`src/rtl/if_stage_if.sv`:
```
// Bundle of the fetch-stage pipeline signals between the instruction-fetch
// stage and its neighbours: the ID stage, CP0 and the instruction memory.
//
// Flow control: there is no valid/ready pair. When stall is high, IF holds
// both its PC and the IF/ID register. if_id_valid = 0 marks a bubble that
// ID must not execute. instr_i is a combinational read of the memory at
// pc_o in the same cycle.
interface if_stage_if;
  logic        stall;
  logic        redirect_en;
  logic [31:0] redirect_pc;
  logic        id_is_branch;
  logic        exc_req;
  logic        eret;
  logic [31:0] epc;
  logic [31:0] instr_i;
  logic [31:0] pc_o;
  logic [31:0] if_id_pc;
  logic [31:0] if_id_instr;
  logic [4:0]  if_id_exccode;
  logic        if_id_bd;
  logic        if_id_valid;

  // Environment side: ID stage, CP0 and instruction memory
  modport master (
    output stall, redirect_en, redirect_pc, id_is_branch, exc_req, eret, epc,
           instr_i,
    input  pc_o, if_id_pc, if_id_instr, if_id_exccode, if_id_bd, if_id_valid
  );

  // Fetch stage side
  modport slave (
    input  stall, redirect_en, redirect_pc, id_is_branch, exc_req, eret, epc,
           instr_i,
    output pc_o, if_id_pc, if_id_instr, if_id_exccode, if_id_bd, if_id_valid
  );
endinterface

```
`src/rtl/if_stage.sv`:
```
// Instruction-fetch stage. This block holds the PC and the IF/ID pipeline
// register. It handles stall, delayed-branch redirect, exception entry,
// eret return and fetch-address error (AdEL) detection.
module if_stage #(
  parameter logic [31:0] PC_INIT      = 32'h0000_3000,
  parameter logic [31:0] HANDLER_ADDR = 32'h0000_4180,
  parameter logic [31:0] IM_BASE      = 32'h0000_3000,
  parameter logic [31:0] IM_END       = 32'h0000_6FFC
) (
  input  logic        clk,
  input  logic        reset,
  if_stage_if.slave   bus
);

  localparam logic [4:0] EXC_NONE = 5'd0;
  localparam logic [4:0] EXC_ADEL = 5'd4;

  logic [31:0] pc_q, pc_d;
  logic [31:0] if_id_pc_q, if_id_pc_d;
  logic [31:0] if_id_instr_q, if_id_instr_d;
  logic [4:0]  if_id_exccode_q, if_id_exccode_d;
  logic        if_id_bd_q, if_id_bd_d;
  logic        if_id_valid_q, if_id_valid_d;

  logic        fetch_err;
  logic [31:0] cap_instr;
  logic [4:0]  cap_exccode;

  // Legality check on the address being fetched right now; a bad fetch
  // turns into a zero word tagged AdEL instead of whatever memory returned
  always_comb begin
    fetch_err   = (pc_q[1:0] != 2'b00) || (pc_q < IM_BASE) || (pc_q > IM_END);
    cap_instr   = fetch_err ? 32'h0 : bus.instr_i;
    cap_exccode = fetch_err ? EXC_ADEL : EXC_NONE;
  end

  // Next PC and IF/ID contents; exception beats stall beats eret beats redirect
  always_comb begin
    pc_d            = pc_q;
    if_id_pc_d      = if_id_pc_q;
    if_id_instr_d   = if_id_instr_q;
    if_id_exccode_d = if_id_exccode_q;
    if_id_bd_d      = if_id_bd_q;
    if_id_valid_d   = if_id_valid_q;
    if (bus.exc_req) begin
      pc_d            = HANDLER_ADDR;
      if_id_pc_d      = 32'h0;
      if_id_instr_d   = 32'h0;
      if_id_exccode_d = EXC_NONE;
      if_id_bd_d      = 1'b0;
      if_id_valid_d   = 1'b0;
    end else if (bus.stall) begin
      // hold everything; ID re-asserts any redirect/eret once the stall clears
    end else if (bus.eret) begin
      // eret has no delay slot, so the word fetched alongside it is squashed
      pc_d            = bus.epc;
      if_id_pc_d      = 32'h0;
      if_id_instr_d   = 32'h0;
      if_id_exccode_d = EXC_NONE;
      if_id_bd_d      = 1'b0;
      if_id_valid_d   = 1'b0;
    end else begin
      pc_d            = bus.redirect_en ? bus.redirect_pc : pc_q + 32'd4;
      if_id_pc_d      = pc_q;
      if_id_instr_d   = cap_instr;
      if_id_exccode_d = cap_exccode;
      if_id_bd_d      = bus.id_is_branch;
      if_id_valid_d   = 1'b1;
    end
  end

  // PC and IF/ID registers
  always_ff @(posedge clk or posedge reset) begin
    if (reset) begin
      pc_q            <= PC_INIT;
      if_id_pc_q      <= 32'h0;
      if_id_instr_q   <= 32'h0;
      if_id_exccode_q <= EXC_NONE;
      if_id_bd_q      <= 1'b0;
      if_id_valid_q   <= 1'b0;
    end else begin
      pc_q            <= pc_d;
      if_id_pc_q      <= if_id_pc_d;
      if_id_instr_q   <= if_id_instr_d;
      if_id_exccode_q <= if_id_exccode_d;
      if_id_bd_q      <= if_id_bd_d;
      if_id_valid_q   <= if_id_valid_d;
    end
  end

  assign bus.pc_o          = pc_q;
  assign bus.if_id_pc      = if_id_pc_q;
  assign bus.if_id_instr   = if_id_instr_q;
  assign bus.if_id_exccode = if_id_exccode_q;
  assign bus.if_id_bd      = if_id_bd_q;
  assign bus.if_id_valid   = if_id_valid_q;

endmodule

```
`src/flat_wrapper.sv`:
```
// flat-port wrapper written by rule: the top's interface ports become plain ports
module if_stage_flat 
#(
  parameter logic [31:0] PC_INIT      = 32'h0000_3000,
  parameter logic [31:0] HANDLER_ADDR = 32'h0000_4180,
  parameter logic [31:0] IM_BASE      = 32'h0000_3000,
  parameter logic [31:0] IM_END       = 32'h0000_6FFC
)
  (clk, reset, bus_stall, bus_redirect_en, bus_redirect_pc, bus_id_is_branch, bus_exc_req, bus_eret, bus_epc, bus_instr_i, bus_pc_o, bus_if_id_pc, bus_if_id_instr, bus_if_id_exccode, bus_if_id_bd, bus_if_id_valid);
  if_stage_if bus_i ();
  input  logic clk;
  input  logic reset;
  input wire logic [$bits(bus_i.stall)-1:0] bus_stall;
  input wire logic [$bits(bus_i.redirect_en)-1:0] bus_redirect_en;
  input wire logic [$bits(bus_i.redirect_pc)-1:0] bus_redirect_pc;
  input wire logic [$bits(bus_i.id_is_branch)-1:0] bus_id_is_branch;
  input wire logic [$bits(bus_i.exc_req)-1:0] bus_exc_req;
  input wire logic [$bits(bus_i.eret)-1:0] bus_eret;
  input wire logic [$bits(bus_i.epc)-1:0] bus_epc;
  input wire logic [$bits(bus_i.instr_i)-1:0] bus_instr_i;
  output wire logic [$bits(bus_i.pc_o)-1:0] bus_pc_o;
  output wire logic [$bits(bus_i.if_id_pc)-1:0] bus_if_id_pc;
  output wire logic [$bits(bus_i.if_id_instr)-1:0] bus_if_id_instr;
  output wire logic [$bits(bus_i.if_id_exccode)-1:0] bus_if_id_exccode;
  output wire logic [$bits(bus_i.if_id_bd)-1:0] bus_if_id_bd;
  output wire logic [$bits(bus_i.if_id_valid)-1:0] bus_if_id_valid;
  assign bus_i.stall = bus_stall;
  assign bus_i.redirect_en = bus_redirect_en;
  assign bus_i.redirect_pc = bus_redirect_pc;
  assign bus_i.id_is_branch = bus_id_is_branch;
  assign bus_i.exc_req = bus_exc_req;
  assign bus_i.eret = bus_eret;
  assign bus_i.epc = bus_epc;
  assign bus_i.instr_i = bus_instr_i;
  assign bus_pc_o = bus_i.pc_o;
  assign bus_if_id_pc = bus_i.if_id_pc;
  assign bus_if_id_instr = bus_i.if_id_instr;
  assign bus_if_id_exccode = bus_i.if_id_exccode;
  assign bus_if_id_bd = bus_i.if_id_bd;
  assign bus_if_id_valid = bus_i.if_id_valid;
  if_stage #(.PC_INIT(PC_INIT), .HANDLER_ADDR(HANDLER_ADDR), .IM_BASE(IM_BASE), .IM_END(IM_END)) u_core (.clk(clk), .reset(reset), .bus(bus_i));
endmodule
```
`config.mk`:
```
export PLATFORM = sky130hd
export DESIGN_NAME = if_stage_flat
export DESIGN_NICKNAME = d
export VERILOG_FILES = /design/src/rtl/if_stage_if.sv /design/src/rtl/if_stage.sv /design/src/flat_wrapper.sv
export SDC_FILE = /design/constraint.sdc
export NUM_CORES = 1
export LEC_CHECK = 0
export CAP_MARGIN = 10
export CORE_MARGIN = 2
export CORE_UTILIZATION = 44
export CTS_BUF_LIST = sky130_fd_sc_hd__clkbuf_8
export CTS_CLUSTER_DIAMETER = 40
export DETAILED_ROUTE_END_ITERATION = 8
export PLACE_DENSITY = 0.81
export SLEW_MARGIN = 20
export SYNTH_ARGS = -nofsm -noshare
export SYNTH_HDL_FRONTEND = slang
export SYNTH_SLANG_ARGS = --single-unit
```
`constraint.sdc`:
```
create_clock -name clk -period 4.4 [get_ports clk]
set_clock_uncertainty 0.2 [all_clocks]
set_input_delay 0.88 -clock clk [delete_from_list [all_inputs] [get_ports clk]]
set_output_delay 0.88 -clock clk [all_outputs]
set_load 0.02 [all_outputs]
```
==> flow_summary.json, run 1 <==
{
  "grt-ovfl-total": 0,
  "min-delay-path-class": "flop to flop",
  "layout_common_cells": "sky130_fd_sc_hd__clkdlybuf4s50_1, sky130_fd_sc_hd__dfrtp_1, sky130_fd_sc_hd__a22o_1",
  "fillers": 855,
  "timing.final.ws_setup_ps": 1260,
  "share_of_the_synthesized_area_in_compound_gates_ao_oa_aoi_oai_pct": 28.1,
  "timing.critical_path.to": "u_core.bus.pc_o[17]",
  "max_slew.worst_pin.slew_ps": 914,
  "drt_drc_violations_left": 0,
  "cpMaxStageDelayCell": "sky130_fd_sc_hd__clkdlybuf4s50_1",
  "post-cts-setup-buffers": 0,
  "worstPathCellList": "clkdlybuf4s50_1 > inv_1 > o21ai_0 > o21ai_0 > a221o_1",
  "r2r_end": "u_core.bus.if_id_instr[0]",
  "critical_path_depth": 5,
  "core_region_area_um2": 10800,
  "maxClockFrequency_mhz": 319,
  "detailed_place_hpwl_mm": 12.2,
  "grt_max_degree": 55,
  "critical_path_class": "primary input to flop",
  "routed_via_density": 6.23,
  "max_stage_delay_ps": 850,
  "leakage_nw": 2.94,
  "grt_pass1_wl_mm": 25.6,
  "cts.sinks": 99,
  "tritoncts_clock_tree": "yes",
  "route.vias.total": 4999,
  "cpMostUsedCell": "sky130_fd_sc_hd__o21ai_0",
  "weighted_congestion_at_the_end_of_routability_driven_global_placement": 0.941,
  "grt_pass1_vias": 4899,
  "chipWidth_um": 109,
  "die_h_um": 109,
  "synth_fa_ha_area_share_pct": 0.256,
  "detailedRoute.firstPassIterationCount": 6,
  "num_rows": 38,
  "synthDistinctLibCells": 59,
  "finalSetupViolations": 0,
  "timing.final.hold_violations": 0,
  "ys_dominant_reg_cell": "sky130_fd_sc_hd__dfrtp_1",
  "grt_util_all_layers_pct": 27.8,
  "synth.yosys.warnings": 0,
  "cts_buffers": 9,
  "initial_core_util_pct": 45.2,
  "p_int_mw": 1.36,
  "max_slew_margin_pct": 38.9,
  "first_iter_violations": 526,
  "max-cap-violations": 0,
  "area_delta_synth_final_pct": 46.7,
  "clk_root_buffer_cell": "sky130_fd_sc_hd__clkbuf_8",
  "share_of_the_clock_period_used_by_the_worst_path_pct": 71.3,
  "cp_max_fo": 25,
  "worstReg2RegStart": "u_core.bus.pc_o[15]",
  "period_minus_slack_ps": 3140,
  "power.share.combinational_pct": 19.5,
  "antenna_left": 0,
  "post_cts_hold_buffer_count": 0,
  "postSynthRegisterBits": 99,
  "final_common_cell": "sky130_fd_sc_hd__clkdlybuf4s50_1",
  "timing.reg2reg.worst_path_depth": 6,
  "design.die.area_um2": 12000,
  "setup_slack_of_the_most_critical_reg_to_reg_path_ps": 1760,
  "postSynthCellCount": 475,
  "cts.clk_slew.worst_paths_ps": 100,
  "critPathTopFamily": "buffers and inverters",
  "part_of_the_total_power_dissipated_in_sequential_elements_pct": 50.9,
  "nNetsFinal": 762,
  "synth.mux.area_fraction_pct": 0.409,
  "port-buffer-count": 201,
  "setup.worst_path.start_class": "primary input",
  "pwr_density_cell_nw_per_um2": 275,
  "final_max_slew_viol_count": 0,
  "antenna_cells_inserted": 0,
  "synthXorXnorAreaFrac_pct": 0.894,
  "endpoint_kind": "flop",
  "totalNegativeSetupSlack_ps": 0,
  "synth.cell_area_um2": 4900,
  "avgRoutedWirePerCell_um": 21.0,
  "synth_simple_gate_area_share_pct": 14.6,
  "clock_power_share_pct": 29.6,
  "netSwitchingPower_mw": 0.617,
  "switching_share_pct": 31.3,
  "cp_data_arrival_time_ps": 3200,
  "pin_count": 206,
  "ctsResizeCount": 0,
  "max-clock-path-buffers": 2,
  "combinational_family_with_the_most_area_after_synthesis": "compound AO/OA/AOI/OAI gates",
  "finalWirelength_mm": 16.8,
  "stdcell_area_um2": 7180,
  "postPlaceCellArea_um2": 6990,
  "critical_path.n_buffers_inverters": 2,
  "clkLatencyLatePin_ps": 370,
  "synth_async_sr_flop_share_pct": 100,
  "antenna_found_initial": 0,
  "cts_htree_levels": 3,
  "outcome": "completed",
  "ir_drop_v": 0.000150,
  "share_of_layout_cells_above_drive_strength_1_pct": 6.33,
  "post_placement_worst_setup_slack_ps": 958,
  "synth-seq-area-share_pct": 50.7,
  "grt_setup_unrepaired": "false",
  "synth_edf_count": 0,
  "timing.critical_path.required_ps": 4460,
  "syn_avg_cell_area_um2": 10.3,
  "cp-startpoint": "bus_eret"
}
metal layers:
metal	GRT usage, %	vias up	part of all wire (%)
met5	0	-	0
met4	12.8	0	3.8
met3	5.28	58	10
met2	43.8	352	46
met1	37.1	2398	40
li1	-	2191	-
cells in the mapped netlist, drive strengths merged, types with 3 or more instances:
cell | n | area (um2)
o21ai | 34 | 170
nand4 | 11 | 81.3
nor3 | 10 | 66.3
o211ai | 5 | 37.5
inv | 15 | 56.3
nand2 | 28 | 105
nor4 | 11 | 111
or2 | 4 | 25.0
o2bb2ai | 5 | 43.8
a221o | 5 | 50.1
nor2 | 30 | 113
buf | 21 | 118
o22ai | 9 | 56.3
a21o | 4 | 30.0
and4 | 3 | 27.5
nand3 | 15 | 92.6
a31oi | 6 | 37.5
a22o | 69 | 604
a221oi | 4 | 35.0
clkbuf | 19 | 71.3
dfrtp | 97 | 2430
or4 | 3 | 22.5
xor2 | 3 | 26.3
a22oi | 4 | 30.0
nand2b | 3 | 18.8
o221ai | 9 | 78.8
a21oi | 20 | 100
through the flow:
| step | power (mW) | util (%) | std cells | hold WS, ps |
|---|---|---|---|---|
| 2_1_floorplan | 1.18 | - | 478 | 353 |
| 3_3_place_gp | 1.39 | 64.5 | 787 | 271 |
| 3_5_place_dp | 1.40 | 64.5 | 787 | 276 |
| 4_1_cts | 1.97 | 66.2 | 803 | 298 |
| 5_1_grt | 2.05 | 66.2 | 803 | 334 |
| 6_report | 1.97 | 66.2 | 803 | 302 |
final cells by class:
class | count | area, um2 | area share (%)
Tap cell | 140 | 175 | 2.44
Sequential cell | 99 | 2480 | 34.5
Timing Repair Buffer | 209 | 2080 | 29.0
Clock buffer | 9 | 124 | 1.73
Inverter | 15 | 58.8 | 0.819
Multi-Input combinational cell | 324 | 2190 | 30.5
Clock inverter | 7 | 66.3 | 0.924
logic make-up (layout without fill, tap and decap cells):
group                    Yosys count  in the layout
XOR/XNOR                           5              5
AO/OA/AOI/OAI                    186            186
other                              1              4
adder cells (fa/ha/maj)            1              1
buffers and inverters             55            240
multiplexers                       2              2
AND/OR/NAND/NOR                  126            126
flip-flops                        99             99
state kept, by name (all words and copies together) (netlist names):
signal                    flops
u_core.bus.if_id_instr       32
u_core.bus.if_id_bd           1
u_core.bus.if_id_exccode      1
u_core.bus.if_id_valid        1
u_core.bus.if_id_pc          32
u_core.bus.pc_o              32
power by group through the flow:
| stage | combinational, mW | clock (mW) | sequential [mW] |
|---|---|---|---|
| floorplan | 0.145 | 0 | 1.04 |
| detailed placement | 0.379 | 0 | 1.02 |
| global placement | 0.373 | 0 | 1.02 |
| CTS | 0.381 | 0.588 | 1.00 |
| finish | 0.384 | 0.583 | 1.00 |
| global route | 0.408 | 0.637 | 1.01 |
worst reg2reg max path, cell delays in order, from the launching register on:
cell                      delay (ps)
sky130_fd_sc_hd__dfrtp_1         560
sky130_fd_sc_hd__nor4_1          330
sky130_fd_sc_hd__nand3_1         100
sky130_fd_sc_hd__nor3_1          360
sky130_fd_sc_hd__and2_1          540
sky130_fd_sc_hd__buf_4           330
sky130_fd_sc_hd__a22o_1          170
how the worst min path moves through the flow:
stage | start | end | cells past startpoint
floorplan | u_core.bus.pc_o[12] | u_core.bus.pc_o[12] | 2
global placement | u_core.bus.if_id_valid | u_core.bus.if_id_valid | 1
detailed placement | u_core.bus.if_id_valid | u_core.bus.if_id_valid | 1
CTS | u_core.bus.if_id_valid | u_core.bus.if_id_valid | 1
global route | u_core.bus.if_id_instr[1] | u_core.bus.if_id_instr[1] | 1
finish | u_core.bus.if_id_valid | u_core.bus.if_id_valid | 1
Note: power is estimated with default switching activity, not from simulation.
==> run 2, diff against run 1 <==
Clock period 4.4 ns to 3.2 ns, I/O delays scaled along.
==> run 2 against run 1 <==
Total power grew 41%. Highest routed layer unchanged. Clock power rose by 46%. First-iteration DRC count is 17% lower. Critical endpoint is now u_core.bus.pc_o[28]. Critical path depth is 2 higher.
==> flow_summary.json, run 2 (synthesis gave the netlist of run 1 again) <==
{
  "antenna_cells_inserted": 0,
  "nNetsFinal": 777,
  "max_slew_margin_pct": 59.8,
  "max-clock-path-buffers": 2,
  "ir_drop_v": 0.000265,
  "critPathTopFamily": "buffers and inverters",
  "grt-ovfl-total": 0,
  "detailed_place_hpwl_mm": 12.3,
  "initial_core_util_pct": 45.2,
  "fin_hold_ws_ps": 294,
  "post-cts-setup-buffers": 0,
  "leakage_nw": 3.03,
  "grt_pass1_vias": 4743,
  "finalPower_mw": 2.77,
  "detailedRoute.firstPassIterationCount": 5,
  "timing.critical_path.required_ps": 3250,
  "die_h_um": 109,
  "share_of_the_clock_period_used_by_the_worst_path_pct": 80.7,
  "clkLatencyLatePin_ps": 380,
  "post_cts_hold_buffer_count": 0,
  "clk_root_buffer_cell": "sky130_fd_sc_hd__clkbuf_8",
  "cpMaxStageDelayCell": "sky130_fd_sc_hd__clkdlybuf4s50_1",
  "finalWirelength_mm": 16.8,
  "route.vias.total": 4941,
  "place.detailed.instances": 802,
  "share_of_layout_cells_above_drive_strength_1_pct": 8.55,
  "pwr_density_cell_nw_per_um2": 379,
  "fillers": 888,
  "num_rows": 38,
  "maxClockFrequency_mhz": 387,
  "layout_common_cells": "sky130_fd_sc_hd__clkdlybuf4s50_1, sky130_fd_sc_hd__dfrtp_1, sky130_fd_sc_hd__a22o_1",
  "final_core_utilization_pct": 67.5,
  "grt_pass1_wl_mm": 25.6,
  "critical_path.n_buffers_inverters": 2,
  "final_common_cell": "sky130_fd_sc_hd__clkdlybuf4s50_1",
  "max_slew.worst_pin.slew_ps": 603,
  "grt_setup_unrepaired": "false",
  "endpoint_kind": "flop",
  "port-buffer-count": 201,
  "cts_htree_levels": 3,
  "pin_count": 206,
  "max_stage_delay_ps": 750,
  "ctsResizeCount": 0,
  "max-cap-violations": 0,
  "grt_max_degree": 100,
  "worstPathCellList": "clkdlybuf4s50_1 > nand2b_1 > buf_4 > o221ai_1 > a31oi_1 > o21ai_0 > o21ai_1",
  "area_delta_synth_final_pct": 49.5,
  "weighted_congestion_at_the_end_of_routability_driven_global_placement": 1.02,
  "grt_util_all_layers_pct": 28.1,
  "non_filler_cells_in_the_finished_layout": 818,
  "cts.clk_slew.worst_paths_ps": 100,
  "outcome": "completed",
  "tritoncts_clock_tree": "yes",
  "timing.final.hold_violations": 0,
  "cts.sinks": 99,
  "final_max_slew_viol_count": 0,
  "design.die.area_um2": 12000,
  "min-delay-path-class": "flop to flop",
  "cp_max_fo": 12,
  "critical_path_class": "primary input to flop",
  "chipWidth_um": 109,
  "cts_buffers": 9,
  "drt_drc_violations_left": 0,
  "finalSetupViolations": 0,
  "antenna_left": 0,
  "avgRoutedWirePerCell_um": 20.5,
  "antenna_found_initial": 0,
  "core_region_area_um2": 10800,
  "routed_via_density": 6.04,
  "cp_data_arrival_time_ps": 2640,
  "totalNegativeSetupSlack_ps": 0,
  "period_minus_slack_ps": 2580,
  "setup.worst_path.start_class": "primary input",
  "first_iter_violations": 437
}
==> run 2: cell types whose count changed in the layout (fill, tap and decap cells not counted) <==
cell                        before  now
sky130_fd_sc_hd__nor2_4          1    2
sky130_fd_sc_hd__clkinv_8        0    1
sky130_fd_sc_hd__nor2_2          1    0
sky130_fd_sc_hd__and2_1          1    0
sky130_fd_sc_hd__clkinv_2        0    1
sky130_fd_sc_hd__inv_8           3    0
sky130_fd_sc_hd__and2_2          0    1
sky130_fd_sc_hd__buf_4           7   22
sky130_fd_sc_hd__inv_4           1    0
sky130_fd_sc_hd__clkinv_4        0    1
sky130_fd_sc_hd__bufinv_16       0    1
==> run 2: final timing paths <==
path	startpoint	endpoint	slack, ps	depth (start not counted)
worst max-delay path	bus_redirect_en	u_core.bus.pc_o[28]	620	7
worst min-delay path	u_core.bus.if_id_valid	u_core.bus.if_id_valid	290	1
worst max register to register	u_core.bus.pc_o[2]	u_core.bus.pc_o[30]	690	6
worst min register to register	u_core.bus.if_id_valid	u_core.bus.if_id_valid	290	1
max in group asynchronous	reset	u_core.bus.pc_o[12]	1820	3
min in group asynchronous	reset	u_core.bus.if_id_pc[22]	520	3
==> run 2: worst reg2reg max path, stage by stage (launching register included) <==
cell and delay [ps]:
sky130_fd_sc_hd__dfrtp_1 530, sky130_fd_sc_hd__ha_1 300, sky130_fd_sc_hd__nand4_2 250, sky130_fd_sc_hd__nor4_4 470, sky130_fd_sc_hd__and4_1 280, sky130_fd_sc_hd__o21ai_1 60
sky130_fd_sc_hd__a221o_1 310
==> run 2: per-stage QoR <==
step                setup slack [ps]  area, um2
floorplan                        945       4910
global placement                 261       7110
detailed placement               252       7110
CTS                              501       7320
global route                     488       7320
finish                           617       7320
==> run 2: cell type report <==
type	instances	area, um2	area share (%)
sequential	99	2480	33.9
inverter	15	60.1	0.821
clock buffer	9	124	1.69
tap	140	175	2.39
clock inverter	7	85.1	1.16
multi-input combinational	324	2200	30.0
timing repair buffer	224	2200	30.0
==> run 2: where the power goes <==
part / switching [mW] / internal (mW)
Clock: 0.475 / 0.374
Combinational: 0.272 / 0.276
Sequential: 0.0800 / 1.30
==> run 2: per-layer routing <==
layer	GRT usage [%]	share of wire (%)
met5	0	0
met2	44.5	47
met4	10.5	2.4
met1	38.2	42
met3	5.93	8.7
==> run 3, diff against run 2 <==
Settings changed: CORE_UTILIZATION 44 to 40, PLACE_DENSITY 0.81 to 0.78.
Clock period 3.2 ns to 2.2 ns, I/O delays scaled along.
==> run 3 against run 2 <==
Setup slack worse by 560 ps. Clock power is 35% higher. Non-clock buffer count is 60 higher. Die area is 9.6% higher. Worst hold slack worse by 9.6 ps. First-iteration DRC count is 8.9% higher. Routed wire length is 3.8% higher. Combinational power is 66% higher. Register-to-register slack worse by 580 ps. Global-route usage is 1.2 points lower. Sequential share of layout area is 2.0 points lower. Critical path type is now flop to output pin. Critical endpoint is now bus_pc_o[26].
==> flow_summary.json, run 3 (synthesis gave the netlist of run 1 again) <==
{
  "pwr_density_cell_nw_per_um2": 514,
  "leakage_nw": 3.52,
  "clk_root_buffer_cell": "sky130_fd_sc_hd__clkbuf_8",
  "share_of_layout_cells_above_drive_strength_1_pct": 17.3,
  "min-delay-path-class": "flop to flop",
  "detailed_place_hpwl_mm": 13.2,
  "max_stage_delay_ps": 610,
  "cpMaxStageDelayCell": "sky130_fd_sc_hd__clkdlybuf4s50_1",
  "critical_path_class": "flop to output pin",
  "finalSetupViolations": 0,
  "cp_data_arrival_time_ps": 1510,
  "post_cts_hold_buffer_count": 0,
  "weighted_congestion_at_the_end_of_routability_driven_global_placement": 0.908,
  "tritoncts_clock_tree": "yes",
  "endpoint_kind": "output pin",
  "final_core_utilization_pct": 65.3,
  "avgRoutedWirePerCell_um": 19.7,
  "cts.sinks": 99,
  "critPathTopFamily": "buffers and inverters",
  "pin_count": 206,
  "grt_setup_unrepaired": "false",
  "antenna_left": 0,
  "post_placement_worst_setup_slack_ps": -156,
  "antenna_cells_inserted": 0,
  "cts_buffers": 9,
  "cts_htree_levels": 3,
  "timing.reg2reg.worst_path_depth": 5,
  "ir_drop_v": 0.000312,
  "multi_input_gate_area_um2": 2220,
  "core_region_area_um2": 12000,
  "route.vias.total": 5135,
  "grt_max_degree": 78,
  "nNetsFinal": 837,
  "die_h_um": 115,
  "drt_drc_violations_left": 0,
  "max-clock-path-buffers": 2,
  "cts.clk_slew.worst_paths_ps": 100,
  "num_rows": 40,
  "clkLatencyLatePin_ps": 400,
  "timing.final.hold_violations": 0,
  "finalWirelength_mm": 17.4,
  "period_minus_slack_ps": 2150,
  "initial_core_util_pct": 40.9,
  "grt_pass1_vias": 5171,
  "sequential_cell_area_um2": 2490,
  "timing.critical_path.required_ps": 1560,
  "routed_via_density": 5.80,
  "design.die.area_um2": 13100,
  "outcome": "completed",
  "layout_common_cells": "sky130_fd_sc_hd__clkdlybuf4s50_1, sky130_fd_sc_hd__dfrtp_1, sky130_fd_sc_hd__buf_4",
  "grt_util_all_layers_pct": 27.0,
  "chipWidth_um": 115,
  "worstPathCellList": "buf_4 > clkdlybuf4s50_1",
  "hold-path-cell-count": 2,
  "first_iter_violations": 476,
  "critical_path.n_buffers_inverters": 2,
  "grt-ovfl-total": 0,
  "share_of_the_clock_period_used_by_the_worst_path_pct": 97.6,
  "final_max_slew_viol_count": 0,
  "cp_max_fo": 6,
  "detailedRoute.firstPassIterationCount": 5,
  "grt_pass1_wl_mm": 27.4,
  "critical_path_depth": 2,
  "max-cap-violations": 0,
  "final_common_cell": "sky130_fd_sc_hd__clkdlybuf4s50_1",
  "port-buffer-count": 201,
  "setup.worst_path.start_class": "flop",
  "maxClockFrequency_mhz": 466,
  "antenna_found_initial": 0,
  "timing.final.ws_setup_ps": 52.4,
  "fillers": 981,
  "area_delta_synth_final_pct": 59.5
}
==> run 3: changes by cell type in the layout (fill, tap and decap cells not counted), moves of 2 or more <==
cell / previous run / this run
sky130_fd_sc_hd__clkdlybuf4s50_1: 201 / 174
sky130_fd_sc_hd__clkinvlp_4: 2 / 4
sky130_fd_sc_hd__buf_4: 22 / 81
sky130_fd_sc_hd__nor3_2: 1 / 3
sky130_fd_sc_hd__dlymetal6s2s_1: 0 / 10
sky130_fd_sc_hd__dlygate4sd2_1: 0 / 17
sky130_fd_sc_hd__dfrtp_1: 97 / 89
sky130_fd_sc_hd__dfrtp_2: 0 / 8
sky130_fd_sc_hd__nor3_1: 8 / 6
==> run 3: power by group <==
group / internal (mW) / switching [mW]
logic: 0.454 / 0.455
clock network: 0.427 / 0.718
registers: 1.89 / 0.0734
total: 2.77 / 1.25
==> run 3: worst min-delay path, stage by stage (launching register included) <==
cell                      delay, ps
sky130_fd_sc_hd__dfrtp_1        350
sky130_fd_sc_hd__nand2_1         50
sky130_fd_sc_hd__o31ai_1         50
==> run 3: area by class of cell <==
class / count / share of cell area (%)
repair buffers: 284 / 34.1
flip-flops and latches: 99 / 31.9
multi-input cells: 324 / 28.5
well taps: 147 / 2.35
clock buffers: 9 / 1.59
clock inverters: 7 / 0.833
inverters: 15 / 0.769
==> run 3: final timing paths <==
check / start / endpoint / slack, ps
setup / recovery: u_core.bus.pc_o[26] / bus_pc_o[26] / 50
hold / removal: u_core.bus.if_id_exccode[2] / u_core.bus.if_id_exccode[2] / 280
setup reg to reg: u_core.bus.pc_o[13] / u_core.bus.pc_o[30] / 110
hold reg to reg: u_core.bus.if_id_exccode[2] / u_core.bus.if_id_exccode[2] / 280
max in group asynchronous: reset / u_core.bus.pc_o[13] / 1130
min in group asynchronous: reset / u_core.bus.if_id_pc[21] / 290
==> run 3: metal layers <==
layer	up-vias	routed length [um]	track usage, %
met5	-	0	0
li1	2329	-	-
met1	2509	7550	36.4
met4	0	471	9.67
met2	262	8130	43.0
met3	35	1250	5.77
==> run 3: what timing repair did <==
item,in CTS,in global routing
endpoints found under the setup margin,19,35
gates resized for setup,23,15
setup buffers,1,1
hold endpoints to repair,0,0
pin swaps,0,1
==> run 3: through the flow <==
stage	instances	area (um2)	setup TNS, ps	power [mW]	hold WS (ps)
2_1_floorplan	478	4910	0	2.36	353
3_3_place_gp	867	7560	-1170	2.90	260
3_5_place_dp	867	7560	-3590	2.91	267
4_1_cts	884	7750	0	4.03	291
5_1_grt	885	7810	0	4.19	316
6_report	885	7810	0	4.01	285
